`src/rtl/mem_arbiter.sv`:
```
// mem_arbiter: shares one single-port memory between the fetch stage (I) and
// the memory stage (D). It serves one access at a time. When both stages
// request in the same cycle, the grant alternates between them. A fetch that
// is flushed mid-flight still completes on the bus, but it is never reported
// back to the fetch stage.
module mem_arbiter #(
  parameter int ADDR_WIDTH = 32,
  parameter int DATA_WIDTH = 32
) (
  input  logic                  clk_i,
  input  logic                  rst_i,
  // fetch port
  input  logic                  i_req_i,
  input  logic [ADDR_WIDTH-1:0] i_addr_i,
  input  logic                  i_flush_i,
  output logic [DATA_WIDTH-1:0] i_rdata_o,
  output logic                  i_done_o,
  output logic                  i_stall_o,
  // data port
  input  logic                  d_req_i,
  input  logic                  d_we_i,
  input  logic [ADDR_WIDTH-1:0] d_addr_i,
  input  logic [DATA_WIDTH-1:0] d_wdata_i,
  output logic [DATA_WIDTH-1:0] d_rdata_o,
  output logic                  d_done_o,
  output logic                  d_stall_o,
  // memory port
  output logic                  mem_req_o,
  output logic                  mem_we_o,
  output logic [ADDR_WIDTH-1:0] mem_addr_o,
  output logic [DATA_WIDTH-1:0] mem_wdata_o,
  input  logic                  mem_ready_i,
  input  logic [DATA_WIDTH-1:0] mem_rdata_i
);

  typedef enum logic [1:0] {IDLE, BUSY_I, BUSY_D, RESP} state_t;

  // access latched at grant time; it drives the memory port while busy
  typedef struct packed {
    logic [ADDR_WIDTH-1:0] addr;
    logic                  we;
    logic [DATA_WIDTH-1:0] wdata;
  } mreq_t;

  state_t                state_q, state_d;
  mreq_t                 req_q, req_d;
  // last_d also names the owner of the access in flight, since it is
  // written on every grant
  logic                  last_d_q, last_d_d;
  logic                  cancel_q, cancel_d;
  logic                  i_cap, d_cap;
  logic                  fetch_ok;
  logic [DATA_WIDTH-1:0] i_rdata_q, d_rdata_q;

  assign fetch_ok = i_req_i & ~i_flush_i;

  // next-state logic: grant selection, bus wait, completion
  always_comb begin
    state_d  = state_q;
    req_d    = req_q;
    last_d_d = last_d_q;
    cancel_d = cancel_q;
    i_cap    = 1'b0;
    d_cap    = 1'b0;
    case (state_q)
      IDLE: begin
        cancel_d = 1'b0;
        // D wins unless an eligible fetch was passed over last time
        if (d_req_i && (!fetch_ok || !last_d_q)) begin
          state_d     = BUSY_D;
          req_d.addr  = d_addr_i;
          req_d.we    = d_we_i;
          req_d.wdata = d_wdata_i;
          last_d_d    = 1'b1;
        end else if (fetch_ok) begin
          state_d    = BUSY_I;
          req_d.addr = i_addr_i;
          req_d.we   = 1'b0;
          last_d_d   = 1'b0;
        end
      end
      BUSY_I: begin
        if (i_flush_i) cancel_d = 1'b1;
        if (mem_ready_i) begin
          // a flush in the completing cycle also discards the word
          i_cap   = ~cancel_q & ~i_flush_i;
          state_d = RESP;
        end
      end
      BUSY_D: begin
        if (mem_ready_i) begin
          d_cap   = ~req_q.we;
          state_d = RESP;
        end
      end
      RESP:    state_d = IDLE;
      default: state_d = IDLE;
    endcase
  end

  // state, latched access and read-data registers
  always_ff @(posedge clk_i or posedge rst_i) begin
    if (rst_i) begin
      state_q   <= IDLE;
      req_q     <= '0;
      last_d_q  <= 1'b0;
      cancel_q  <= 1'b0;
      i_rdata_q <= '0;
      d_rdata_q <= '0;
    end else begin
      state_q  <= state_d;
      req_q    <= req_d;
      last_d_q <= last_d_d;
      cancel_q <= cancel_d;
      if (i_cap) i_rdata_q <= mem_rdata_i;
      if (d_cap) d_rdata_q <= mem_rdata_i;
    end
  end

  assign mem_req_o   = (state_q == BUSY_I) || (state_q == BUSY_D);
  assign mem_we_o    = (state_q == BUSY_D) & req_q.we;
  assign mem_addr_o  = req_q.addr;
  assign mem_wdata_o = req_q.wdata;

  assign i_done_o  = (state_q == RESP) & ~last_d_q & ~cancel_q;
  assign d_done_o  = (state_q == RESP) &  last_d_q;
  assign i_rdata_o = i_rdata_q;
  assign d_rdata_o = d_rdata_q;

  // fetch freezes behind any data stall
  assign d_stall_o = d_req_i & ~d_done_o;
  assign i_stall_o = (i_req_i | d_stall_o) & ~i_done_o;

endmodule

```
`config.mk`:
```
export PLATFORM = sky130hd
export DESIGN_NAME = mem_arbiter
export DESIGN_NICKNAME = d
export VERILOG_FILES = /design/src/rtl/mem_arbiter.sv
export SDC_FILE = /design/constraint.sdc
export NUM_CORES = 1
export LEC_CHECK = 0
export CORE_MARGIN = 4
export CORE_UTILIZATION = 40
export DETAILED_ROUTE_END_ITERATION = 8
export GPL_TIMING_DRIVEN = 0
export HOLD_SLACK_MARGIN = 0.15
export PLACE_DENSITY = 0.76
export REMOVE_ABC_BUFFERS = 1
export SETUP_SLACK_MARGIN = 0.5
export SYNTH_ARGS = -nofsm -noshare
export SYNTH_HDL_FRONTEND = slang
export SYNTH_SLANG_ARGS = --single-unit
```
`constraint.sdc`:
```
create_clock -name clk_i -period 10.1 [get_ports clk_i]
set_input_delay 1.01 -clock clk_i [delete_from_list [all_inputs] [get_ports clk_i]]
set_output_delay 1.01 -clock clk_i [all_outputs]
set_load 0.01 [all_outputs]
```
==> flow_summary_export.csv <==
group,metric,value,unit
outcome,status,"finished, final reports clean",
sta,worst_pin_slew,1090,ps
power_and_ir_drop,vdd_drop_max,135,uV
routing,ant_nets,0,
worst_setup_path,r2r_end,"mem_wdata_o[20]",
routing,drtIter0Drc,158,
worst_setup_path,cp_cell_sequence,"buf_2 > buf_12 > inv_1 > nor2_1 > o21ba_2 > clkdlybuf4s50_1",
clock_tree,root_buffer,"clkbuf_16",
synth,synth_top_area_share,52.6,%
clock_tree,clk_pin_slew_worst_paths,60,ps
synth,ys_types,33,
floorplanning,rows,45,
worst_setup_path,cp-start-kind,"input port",
worst_setup_path,critical_path_peak_fanout,40,
routing,route.final.wire_length,16.6,mm
worst_setup_path,reg2reg_slack,7240,ps
clock_tree,cts_setup_buffers,0,
clock_tree,clk_latency,410,ps
floorplanning,start_util,41.1,%
grt,antenna_found_initial,0,
worst_setup_path,cpMaxStageDelayCell,"clkdlybuf4s50_1",
synth,synth-seq-cells,133,
floorplanning,die_area,17900,um^2
worst_setup_path,crit_required,9090,ps
routing,vias_per_cell,4.99,
final_layout,nets,856,
floorplanning,die_height,134,um
grt,grt_use_met2,31.8,%
worst_setup_path,startpoint,"d_req_i",
clock_tree,cts.sinks,133,
place,place_congestion,0.765,
place,port_buffers,268,
power_and_ir_drop,leakage,3.97,nW
synth,syn_area_per_cell,12.0,um^2
routing,vias,4694,
sta,fin_ws,5750,ps
synth,synth.cell_area,6320,um^2
final_layout,design_area,9380,um^2
worst_setup_path,reg2reg_depth,6,
worst_setup_path,endpoint,"i_stall_o",
floorplanning,coreArea,15400,um^2
synth,synth_area_leaders,"dfrtp_1 53%, mux2_2 17%, buf_4 7.6%",
clock_tree,cts_buffers,17,
sta,slew_headroom,27.4,%
synth,synth_area_leader_cell,"dfrtp_1",
floorplanning,die_w,134,um
worst_setup_path,cpPeakStageDelay,540,ps
clock_tree,cts_buffer_depth,2,
sta,fin_crit_sh,43.1,%
worst_setup_path,crit_type,"in -> out",
grt,grt_max_degree,75,
worst_setup_path,cp-end-kind,"output port",
worst_setup_path,r2r_start,"state_q[0]",
grt,grt_use_met1,21.4,%
sta,fmax,230,MHz
sta,final.setup.tns,0,ps
sta,period_minus_slack,4350,ps
final_layout,fill_cells,1182,
worst_setup_path,cp.arrival,3340,ps
synth,synthCells,525,
min_path,worst_hold_path_type,"reg -> reg",
clock_tree,cts.repair.resized,0,
place,dp_hpwl,11.9,mm
grt,grt_use_total,18.9,%
routing,first_pass_iters,5,
synth,ys.warnings.count,0,
grt,top_usage_layer,"met2",
clock_tree,cts_tree,"yes",
power_and_ir_drop,p_total,2.90,mW
min_path,worstHoldPathCells,1,
final_layout,n_antenna_cell,0,
sta,slew_viol_final,0,
place,place_area,8770,um^2
grt,grt_pass1_wl,26.6,mm
sta,rsz0062_at_grt,"false",
place,dp_slack,5760,ps
clock_tree,h-tree-depth,4,
floorplanning,ios,269,
final_layout,layout-drive-gt1-share,23.4,%
clock_tree,ctsHoldBuffers,0,
grt,overflow,0,
sta,whs,485,ps
sta,setup_viol,0,
grt,grt_pass1_vias,5104,
synth,yosysSeqAreaShare,52.6,%
grt,use_met3,7.52,%
final_layout,area_growth_syn_to_layout,48.4,%
routing,drc,0,
power_and_ir_drop,power_density,309,nW/um^2
run,cap_violations,0,
sta,hold_viol_final,0,
sta,clock_skew,7.67,ps
routing,post_drt_wl_per_cell,17.7,um
[through the flow]
stage	cells	util (%)
floorplan	423	-
global placement	902	56.0
detailed placement	909	57.1
CTS	941	61.0
global route	941	61.0
finish	941	61.0
[report_power, final]
group	internal [mW]	leakage, nW	switching [mW]
combinational	0.800	2.13	0.517
sequential	0.803	1.56	0.145
clock	0.392	0.282	0.239
[worst min path at each step]
stage	from	end	slack, ps
2_1_floorplan	req_q[32]	req_q[32]	480
3_5_place_dp	mem_wdata_o[3]	mem_wdata_o[3]	470
3_3_place_gp	i_rdata_o[25]	i_rdata_o[25]	470
5_1_grt	d_rdata_o[9]	d_rdata_o[9]	510
4_1_cts	mem_wdata_o[3]	mem_wdata_o[3]	490
6_report	mem_wdata_o[3]	mem_wdata_o[3]	480
[cells in the final DEF (no fill, tap or decap), types with 2 or more instances in the layout]
| master | instances |
|---|---|
| clkdlybuf4s50_1 | 267 |
| dfrtp_1 | 133 |
| mux2_2 | 93 |
| inv_1 | 38 |
| nand2_1 | 33 |
| o221a_2 | 32 |
| o21ai_0 | 32 |
| a22oi_1 | 32 |
| clkbuf_16 | 17 |
| clkinvlp_4 | 4 |
| mux2_1 | 3 |
| inv_6 | 3 |
| a21oi_1 | 3 |
| ha_1 | 3 |
| clkinv_4 | 3 |
| bufinv_16 | 3 |
| buf_8 | 3 |
| nor3_4 | 2 |
| o22a_1 | 2 |
| and2_1 | 2 |
| clkbuf_1 | 2 |
| buf_16 | 2 |
| buf_12 | 2 |
[cell families after synthesis]
| family | count (synthesis) | share of synthesized area, % |
|---|---|---|
| compound gates | 108 | 13.4 |
| fa+ha+maj | 4 | 0.791 |
| buf+inv | 141 | 12.8 |
| flops | 133 | 52.6 |
| mux | 96 | 17.1 |
| simple gates | 43 | 3.21 |
[worst max-delay path, delay by kind of cell]
family	cells	cell delay, ps
AOI/OAI and AO/OA	1	170
and+or+nand+nor	1	400
buffers and inverters	4	1730
[metal layers]
layer / wire [um] / part of all wire (%)
met4: 322 / 1.9
met5: 0 / 0
met1: 6290 / 38
met3: 1450 / 8.7
met2: 8590 / 52
[registers in the layout (all words and copies together), names as in the netlist]
register     count
mem_addr_o      32
i_rdata_o       32
state_q          2
last_d_q         1
cancel_q         1
req_q            1
mem_wdata_o     32
d_rdata_o       32
[cell usage after synthesis]
master and count:
o21a_1 1, buf_1 1, o21ai_1 1, buf_6 3, buf_2 15, inv_1 39
nor3_4 1, nand2_1 33, a21o_1 1, mux2_2 93, nor3_2 1, ha_1 4
dfrtp_1 133, a21boi_0 1, clkbuf_1 18, o21ba_2 1, mux2_1 3, nand3b_1 1
o22a_1 2, a21oi_1 3, o21ai_0 32, buf_4 64, and2_1 2, nor3b_1 1
clkbuf_2 1, a22oi_1 32, o32a_1 1, o221a_2 32, a22o_1 1, nor2_1 1
nor2b_1 1, nand2b_1 1, and3b_1 1
[final cells by class]
cell class | count | area [um^2] | share of cell area [%]
clock buffer | 19 | 433 | 4.61
clock inverter | 13 | 175 | 1.87
inverter | 39 | 151 | 1.61
multi-input combinational | 251 | 2210 | 23.6
sequential | 133 | 3330 | 35.5
tap | 211 | 264 | 2.81
timing repair buffer | 275 | 2820 | 30.0
No activity file was read; power rests on OpenSTA's default activity.
